### src/rtl/serial_add_ctrl.sv
// serial_add_ctrl
// Bit-serial sequencer for an external 1-bit full adder cell.
// It accepts two WIDTH-bit operands and a carry-in over a valid/ready handshake.
// It presents one operand bit pair per clock, LSB first, together with the
// running carry. It collects each sum bit and the final carry, then holds the
// result on a second valid/ready handshake until the consumer takes it.
module serial_add_ctrl #(
   parameter int WIDTH = 4
) (
   input  logic             clk,
   input  logic             rst,
   input  logic             in_valid,
   output logic             in_ready,
   input  logic [WIDTH-1:0] in_a,
   input  logic [WIDTH-1:0] in_b,
   input  logic             in_cin,
   output logic             fa_a,
   output logic             fa_b,
   output logic             fa_cin,
   input  logic             fa_s,
   input  logic             fa_cout,
   output logic             out_valid,
   input  logic             out_ready,
   output logic [WIDTH-1:0] out_sum,
   output logic             out_cout,
   output logic             busy
);

   // The bit index always has at least one bit, so WIDTH=1 still gets a legal vector.
   localparam int IW = (WIDTH > 1) ? $clog2(WIDTH) : 1;

   typedef enum logic [1:0] {
      IDLE = 2'd0,
      RUN  = 2'd1,
      DONE = 2'd2
   } state_t;

   state_t           state;
   state_t           state_nxt;
   logic [IW-1:0]    idx;
   logic             carry;
   logic [WIDTH-1:0] a_reg;
   logic [WIDTH-1:0] b_reg;

   logic             accept;
   logic             last_bit;
   logic             cur_a;
   logic             cur_b;

   assign accept   = in_valid && in_ready;
   assign last_bit = (idx == IW'(WIDTH - 1));

   // Select the current operand bits with an explicit compare per bit.
   // This keeps the select in range even when idx is wider than WIDTH needs.
   always_comb begin
      // NOTE: every combinational output gets a default first so that no path leaves it unassigned and infers a latch.
      cur_a = 1'b0;
      cur_b = 1'b0;
      for (int i = 0; i < WIDTH; i++) begin
         if (idx == IW'(i)) begin
            cur_a = a_reg[i];
            cur_b = b_reg[i];
         end
      end
   end

   // State register; a synchronous reset returns to IDLE from any state, which aborts the operation.
   always_ff @(posedge clk) begin
      // NOTE: sequential state uses non-blocking assignments so that every register samples pre-edge values.
      if (rst) begin
         state <= IDLE;
      end else begin
         state <= state_nxt;
      end
   end

   // Next-state logic: IDLE -> RUN on accept, RUN -> DONE after the last bit, DONE -> IDLE on consumer ready.
   always_comb begin
      state_nxt = state;
      unique case (state)
         IDLE: begin
            if (accept) begin
               state_nxt = RUN;
            end
         end
         RUN: begin
            if (last_bit) begin
               state_nxt = DONE;
            end
         end
         DONE: begin
            if (out_ready) begin
               state_nxt = IDLE;
            end
         end
         default: state_nxt = IDLE;
      endcase
   end

   // Datapath: latch the operands on accept, then take one sum bit and the new carry on each RUN edge.
   always_ff @(posedge clk) begin
      if (rst) begin
         idx      <= '0;
         carry    <= 1'b0;
         a_reg    <= '0;
         b_reg    <= '0;
         out_sum  <= '0;
         out_cout <= 1'b0;
      end else begin
         unique case (state)
            IDLE: begin
               if (accept) begin
                  a_reg   <= in_a;
                  b_reg   <= in_b;
                  carry   <= in_cin;
                  idx     <= '0;
                  out_sum <= '0;
               end
            end
            RUN: begin
               for (int i = 0; i < WIDTH; i++) begin
                  if (idx == IW'(i)) begin
                     out_sum[i] <= fa_s;
                  end
               end
               carry <= fa_cout;
               if (last_bit) begin
                  // The index stops at the top bit and never wraps.
                  out_cout <= fa_cout;
               end else begin
                  idx <= idx + IW'(1);
               end
            end
            default: begin
               // DONE holds the result stable until the consumer takes it.
            end
         endcase
      end
   end

   // Output decode: handshake flags come from the state, and the adder inputs are forced to zero outside RUN.
   always_comb begin
      in_ready  = (state == IDLE) && !rst;
      out_valid = (state == DONE);
      busy      = (state == RUN) || (state == DONE);
      fa_a      = 1'b0;
      fa_b      = 1'b0;
      fa_cin    = 1'b0;
      if (state == RUN) begin
         fa_a   = cur_a;
         fa_b   = cur_b;
         fa_cin = carry;
      end
   end

endmodule

### config.mk
export PLATFORM = sky130hd
export DESIGN_NAME = serial_add_ctrl
export DESIGN_NICKNAME = d
export VERILOG_FILES = /design/src/rtl/serial_add_ctrl.sv
export SDC_FILE = /design/constraint.sdc
export NUM_CORES = 1
export LEC_CHECK = 0
export ABC_AREA = 1
export CELL_PAD_IN_SITES_DETAIL_PLACEMENT = 1
export CELL_PAD_IN_SITES_GLOBAL_PLACEMENT = 2
export CORE_MARGIN = 2
export CORE_UTILIZATION = 23
export DETAILED_ROUTE_END_ITERATION = 7
export PLACE_DENSITY_LB_ADDON = 0.25
export SETUP_SLACK_MARGIN = 0.15
export SYNTH_ARGS = -nofsm -noshare
export SYNTH_HDL_FRONTEND = slang
export SYNTH_SLANG_ARGS = --single-unit
### constraint.sdc
create_clock -name clk -period 1.4 [get_ports clk]
set_input_delay 0.42 -clock clk [delete_from_list [all_inputs] [get_ports clk]]
set_output_delay 0.42 -clock clk [all_outputs]
set_load 0.01 [all_outputs]
Yosys cells after proc, flatten, opt, wreduce, memory -nomap -nowiden

Index checks and enable logic that the tools add are counted.

RAM bits: 0
Latch bits: 0
Word-level logic and storage cells: 65
Memory bits (read-only): 0
Memories: 0
Input port bits: 15
Bits in registers: 18
Output and inout bits: 11

Add/subtract/negate cells: 1
Shift operators: 0
Bitwise operators: 0
Multiplexer cells: 26
Reductions and logical operators: 16
Equality and inequality tests: 12
Div/mod/pow operators: 0
Magnitude comparators: 0
Multipliers: 0

Operator list:

| kind                | count |
|---|---|
| $reduce_and 3->1    | 6 |
| $mux 1              | 16 |
| $ne 2x2->1 const B  | 6 |
| $mux 2              | 5 |
| $pmux 4 s2          | 1 |
| $eq 2x2->1 const B  | 3 |
| $pmux 2 s3          | 1 |
| $reduce_and 2->1    | 3 |
| $eq 2x1->1 const B  | 2 |
| $logic_not 2->1     | 2 |
| $mux 4              | 1 |
| $pmux 2 s2          | 1 |
| $add 2x1->2 const B | 1 |
| $logic_and 1x1->1   | 2 |
| $ne 2x1->1 const B  | 1 |
| $pmux 1 s2          | 1 |
| $reduce_bool 2->1   | 1 |
| $logic_not 1->1     | 1 |
| $logic_or 1x1->1    | 1 |

Depth between registers and ports, before layout

Gate-level depths: netlist (run 1).

Word-level depth: 6
Mapped depth: 9
Depth with buffers taken out: 9

Least setup slack after synthesis (run 1)

No wires, ideal clock.

Kind: reg-to-output
Start point: reg state[1]
End point: out fa_a
Setup slack: -0.116 ns
Buffers on the path: 1
Stages on the path, launching flop included: 8
Data required time: 0.980 ns
Arrival time: 1.096 ns
Cells stage by stage: dfxtp_1 -> inv_1 -> ha_1 -> buf_4 -> nand2_1 -> inv_1 -> o211ai_1 -> nand2_1

Cells in the longest elaborated chain, start to end: 2

Ends and longest elaborated chain:

| item                     | line | source |
|---|---|---|
| start: declaration       | 38   | `state_t state;` |
| start signal: assignment | 73   | `state <= state_nxt;` |
| $eq 2x1->1               | 149  | `if (state == RUN) begin` |
| $mux 1                   | 149  |  |
| end: declaration         | 17   | `output logic fa_a,` |

Every way passes these cells.

Final worst setup path (run 1)

Start point: reg idx[1]
End point: out fa_b

Cells in the longest elaborated chain, start to end: 6
Elaborated cells between the ends (all ways): 9
Classes of those cells: 3 x eq/ne; 5 x mux; 1 x reduce/logical

Ends and longest elaborated chain:

| item                     | line | source |
|---|---|---|
| start: declaration       | 40   | `logic [IW-1:0] idx;` |
| start signal: assignment | 131  | `idx <= idx + IW'(1);` |
| $logic_not 2->1          | 60   | `if (idx == IW'(i)) begin` |
| $mux 1 (3 in a row)      | 60   |  |
| $mux 1 (*)               | 60   |  |
| $mux 1 (*)               | 149  |  |
| end: declaration         | 18   | `output logic fa_b,` |

Every way passes the cells marked *; elsewhere a longest branch is shown, timed or not.

==> results.yml, run 1 <==
power:
  power_density_nw_per_um2: 1700
  p_leak_nw: 0.886
  vdd.ir_drop.worst_v: 0.000491
worst_setup_path:
  timing.critical_path.mode_cell: "nand2_1"
  max_stage_delay_ps: 380
  crit_chain: "inv_4 -> ha_4 -> inv_2 -> nand3_1 -> nand2_1 -> o211ai_1 -> nand2_1 -> buf_2"
  cp_num_buf_inv: 3
  required_ps: 980
  critPathKind: "reg2out"
  arrival_ps: 1350
  critPathCaptureType: "output pin"
  crit_family: "flip-flops"
  slowest_stage: "dfxtp_4"
  cp-start-kind: "register"
  cp_max_fo: 3
routing:
  drt_iter0_drc: 15
  num_vias: 1156
  ant_nets: 0
  drt-pass1-iter-count: 3
  drt-wirelength-per-cell_um: 14.1
  drc_errors: 0
  wl_um: 3590
  viasPerCell: 4.55
timing:
  max_slew_margin: 0.792
  hold_slack_ps: 458
  finClkSkew_ps: 4.29
  drv_slew: 0
  fmax_mhz: 566
  rsz0062_at_grt: "yes"
  finalHoldViolCount: 0
  finalCriticalPeriod_ps: 1770
  finalSetupTns_ps: -3390
  period_share: 1.26
  worst_slew_pin_slew_ps: 312
  setup_slack_ps: -367
  setup_viol: 23
finish:
  fin_cells: 254
  fin_nets: 229
  n_antenna_cell: 0
  fin_area_sq_um: 1950
  syn2layout_area_growth_pct: 95.2
  drive_gt1_frac: 0.583
die:
  die_x_um: 69.9
  fp-row-count: 23
  die_area_sq_um: 4880
  dieHeight_um: 69.9
  ios: 26
  core_sq_um: 4090
  start_util: 0.244
outcome:
  outcome: "complete, but fails checks"
  violations: "setup timing"
synthesis:
  ys_seq_elements: 18
  yosys.area.top_type: "dfxtp_1"
  synthTopCellsByCount: "nand2_1, nand3_1, dfxtp_1, inv_1, nor2_1"
  yosysWarnings: 0
  ys_types: 16
  synth_area_sq_um: 998
  syn_nets: 167
  synthTopCellsByArea: "dfxtp_1, nand2_1, nand3_1"
  netlist.area_leader.share: 0.361
  synthArstFlopShare: 0
  ys_seq_area_frac: 0.361
  synthFlopType: "dfxtp_1"
  synth-edff-count: 0
  synth_most_common_cell: "nand2_1"
  syn_area_per_cell_sq_um: 6.93
  syn_inst: 144
cts:
  clock_path_buffers: 2
  worst_skew_pair.late_latency_ps: 260
  clkSinkCount: 18
  root_buffer: "clkbuf_8"
  htreeDepth: 1
  holdBufCountCts: 0
  tritoncts: "built"
  cts_buffers: 3
  clkTransAtPathRegs_ps: 80
placed_design:
  gp_congestion: 0.786
  place.port_buffers: 25
  dp_hpwl_um: 2480
  place_area_sq_um: 1490
  dp.cells: 238
worst_hold_path:
  hold_class: "reg2reg"
grt:
  grt_antenna_before_repair: 0
  overflow: 0
  grt_max_degree: 11
  first_global_vias: 1287
  grt_pass1_wl_um: 5840
  grt_use_total: 0.151
flow_run:
  max_cap_viol_count: 0
-- power by group --
part	switching, mW	internal, mW	leakage [nW]
sequential	0.125	0.676	0.152
combinational	1.04	1.08	0.712
clock	0.193	0.192	0.0216
total	1.36	1.95	0.886
-- what timing repair did --
action | in CTS | in global routing
setup buffers | 6 | 6
pin swaps | 27 | 22
cloned | 1 | 0
resized for setup | 112 | 29
endpoints found under the setup margin | 29 | 28
-- final timing paths --
kind              startpoint  cells after the start  slack, ps          to
hold reg to reg     a_reg[3]                      2        460    a_reg[3]
hold / removal      a_reg[3]                      2        460    a_reg[3]
setup reg to reg    state[1]                     10       -160  out_sum[2]
setup / recovery      idx[1]                      8       -370        fa_b
-- final cells by class --
class	count	area (sq um)
Clock buffer	3	41.3
Timing Repair Buffer	59	542
Sequential cell	18	379
Inverter	18	85.1
Multi-Input combinational cell	106	840
Tap cell	50	62.6
Fill cell	474	2140
-- worst min-delay path: cells and delay by family, from the launching register on --
family / cells / cell delay [ps]
flip-flops: 1 / 320
AND/OR/NAND/NOR: 2 / 100
-- metrics by stage --
stage,utilization,setup slack [ps],total power [mW]
final,0.477,-367,3.31
after global routing,0.477,-452,3.55
after CTS,0.445,-392,3.03
after detailed placement,0.364,-651,2.09
after global placement,0.364,-658,2.03
after floorplan,-,48.7,1.46
-- layer usage --
| layer | GRT usage | part of all wire |
|---|---|---|
| met1 | 0.171 | 0.42 |
| met3 | 0.0245 | 0.029 |
| met5 | 0 | 0 |
| met2 | 0.284 | 0.54 |
| met4 | 0.0513 | 0.012 |
-- cells in the final DEF (no fill, tap or decap) --
cell type,netlist,routed
dfxtp_4,0,3
dfxtp_2,0,6
ha_4,0,6
dfxtp_1,18,9
ha_2,0,1
nand2_2,0,5
nand2_4,1,7
clkinv_4,0,1
ha_1,8,1
o211ai_1,2,2
buf_4,2,23
nor2_4,0,3
nand3_4,1,1
dlygate4sd2_1,0,1
nand3_2,0,14
nand3_1,26,12
buf_2,0,4
o21ai_4,0,1
a21oi_2,0,9
clkdlybuf4s15_2,0,3
o21ai_0,2,1
nand2_1,38,27
inv_1,17,6
buf_6,1,13
clkbuf_8,0,3
clkdlybuf4s50_1,0,13
nand2_8,0,1
nor2_2,1,2
nor2_1,16,12
buf_8,0,2
inv_4,0,5
or2_1,1,1
inv_2,1,6
-- cells by family (layout without fill, tap and decap cells) --
logic type / count (synthesis) / count (layout) / share of synthesized area
AND/OR/NAND/NOR: 84 / 85 / 0.375
buffers and inverters: 21 / 80 / 0.0940
flip-flops: 18 / 18 / 0.361
AO/OA/AOI/OAI: 13 / 13 / 0.0702
adder cells (fa/ha/maj): 8 / 8 / 0.100
Note: power is estimated with default switching activity, not from simulation.
==> run 2: changes to the inputs <==
Settings changed: CORE_ASPECT_RATIO set to 1.4, GPL_ROUTABILITY_DRIVEN set to 0.
==> run 2 against run 1 <==
Effect of this change:
- the flow still finishes with violations (setup timing)
- utilization decreased by 3.2 points
- power decreased by 6.4%
- clock-buffer cell count increased by 1
- critical endpoint unchanged
- largest cell class unchanged
- largest power group unchanged
==> results.yml, run 2 (same netlist as run 1, synthesis figures left out) <==
worst_hold_path:
  min_path_cells: 2
  hold_path_startpoint: "b_reg[2]"
  hold_class: "reg2reg"
  worstHoldEndpoint: "b_reg[2]"
worst_setup_path:
  r2r-start: "state[1]"
  cp-start-kind: "register"
  worst-r2r-setup-slack_ps: 30
  max_stage_delay_ps: 390
  crit_chain: "inv_4 -> ha_4 -> inv_4 -> nand3_1 -> nand2_1 -> o211ai_1 -> nand2_1 -> buf_2"
  arrival_ps: 1370
  timing.rr.end: "idx[0]"
  required_ps: 980
  critPathKind: "reg2out"
  slowest_stage: "dfxtp_4"
  cp_max_fo: 3
  r2r_cells: 8
  critPathCaptureType: "output pin"
timing:
  finalCriticalPeriod_ps: 1790
  finClkSkew_ps: 1.88
  finalHoldViolCount: 0
  period_share: 1.28
  max_slew_margin: 0.852
  drv_slew: 0
  fmax_mhz: 558
  hold_slack_ps: 462
  rsz0062_at_grt: "yes"
  setup_slack_ps: -393
  worst_slew_pin_slew_ps: 222
  setup_viol: 6
routing:
  drt-pass1-iter-count: 3
  ant_nets: 0
  drc_errors: 0
  drt-wirelength-per-cell_um: 13.5
  wl_um: 3340
  viasPerCell: 4.58
  num_vias: 1136
  drt_iter0_drc: 9
power:
  switching_power_mw: 1.23
  power.share.combinational: 0.599
  p_clk_frac: 0.145
  fin_total_pwr_mw: 3.10
  vdd.ir_drop.worst_v: 0.000555
  seqPwrFrac: 0.256
  internal-power_mw: 1.86
  swShare: 0.398
  power_density_nw_per_um2: 1650
  p_leak_nw: 0.867
placed_design:
  dp_hpwl_um: 2290
  place.port_buffers: 25
  place_area_sq_um: 1470
grt:
  grt_use_total: 0.153
  grt_antenna_before_repair: 0
  overflow: 0
  grt_pass1_wl_um: 5580
  grt_max_degree: 17
  first_global_vias: 1224
cts:
  tritoncts: "built"
  root_buffer: "clkbuf_8"
  holdBufCountCts: 0
  clkTransAtPathRegs_ps: 80
  clkSinkCount: 18
  worst_skew_pair.late_latency_ps: 260
  htreeDepth: 1
  cts_buffers: 3
  clock_path_buffers: 2
outcome:
  violations: "setup timing"
  outcome: "complete, but fails checks"
die:
  dieHeight_um: 82.0
  fp-row-count: 28
  die_x_um: 59.7
  core_sq_um: 4200
  die_area_sq_um: 4890
  start_util: 0.238
  ios: 26
finish:
  nFillCells: 521
  post-route-util: 0.445
  fin_nets: 227
  fin_area_sq_um: 1870
  syn2layout_area_growth_pct: 87.5
  layout_common_cells: "nand2_1, buf_4, nand3_2"
  drive_gt1_frac: 0.557
  layout_commonest_cell: "nand2_1"
  n_antenna_cell: 0
flow_run:
  max_cap_viol_count: 0
==> run 2: per-stage QoR <==
stage | TNS (ps) | worst slack, ps | instances
3_3_place_gp | -6800 | -698 | 231
6_report | -1490 | -393 | 248
2_1_floorplan | 0 | 48.7 | 144
3_5_place_dp | -7380 | -711 | 231
5_1_grt | -2180 | -495 | 248
4_1_cts | -1570 | -414 | 244
==> run 2: final cells by class <==
class | instances | area (sq um) | area share
repair buffers | 57 | 514 | 0.275
inverters | 18 | 82.6 | 0.0441
well taps | 45 | 56.3 | 0.0301
flip-flops and latches | 18 | 379 | 0.203
clock buffers | 4 | 55.1 | 0.0294
multi-input cells | 106 | 785 | 0.419
==> run 2: how the worst max path moves through the flow <==
| stage | from | end | slack, ps | cells past startpoint |
|---|---|---|---|---|
| after floorplan | state[0] | in_ready | 50 | 4 |
| after global placement | rst | in_ready | -700 | 3 |
| after detailed placement | rst | in_ready | -710 | 3 |
| after CTS | idx[1] | fa_b | -410 | 7 |
| after global routing | idx[1] | fa_a | -500 | 7 |
| final | idx[1] | fa_b | -390 | 8 |
==> run 2: worst max-delay path: cells and delay by family (launching register included) <==
family	cells	cell delay, ps
AOI/OAI and AO/OA	1	90
adders and majority gates	1	170
buffers and inverters	3	240
DFF	1	390
and+or+nand+nor	3	220
==> run 2: metal layers <==
metal / vias up / track usage / part of all wire
li1: 580 / - / -
met1: 530 / 0.151 / 0.36
met2: 22 / 0.309 / 0.59
met3: 4 / 0.0189 / 0.031
met4: 0 / 0.0600 / 0.015
met5: - / 0 / 0
==> run 2: power by group through the flow <==
stage	combinational, mW	clock, mW	sequential, mW
final	1.86	0.449	0.793
after global routing	2.03	0.494	0.813
after global placement	1.25	0	0.750
after CTS	1.76	0.470	0.795
after floorplan	0.700	0	0.763
after detailed placement	1.29	0	0.755
==> run 2: what timing repair did <==
action	4_1_cts	5_1_grt
cloned	1	0
resized for setup	108	15
pin swaps	25	9
buffers inserted	8	4
endpoints found under the setup margin	28	29
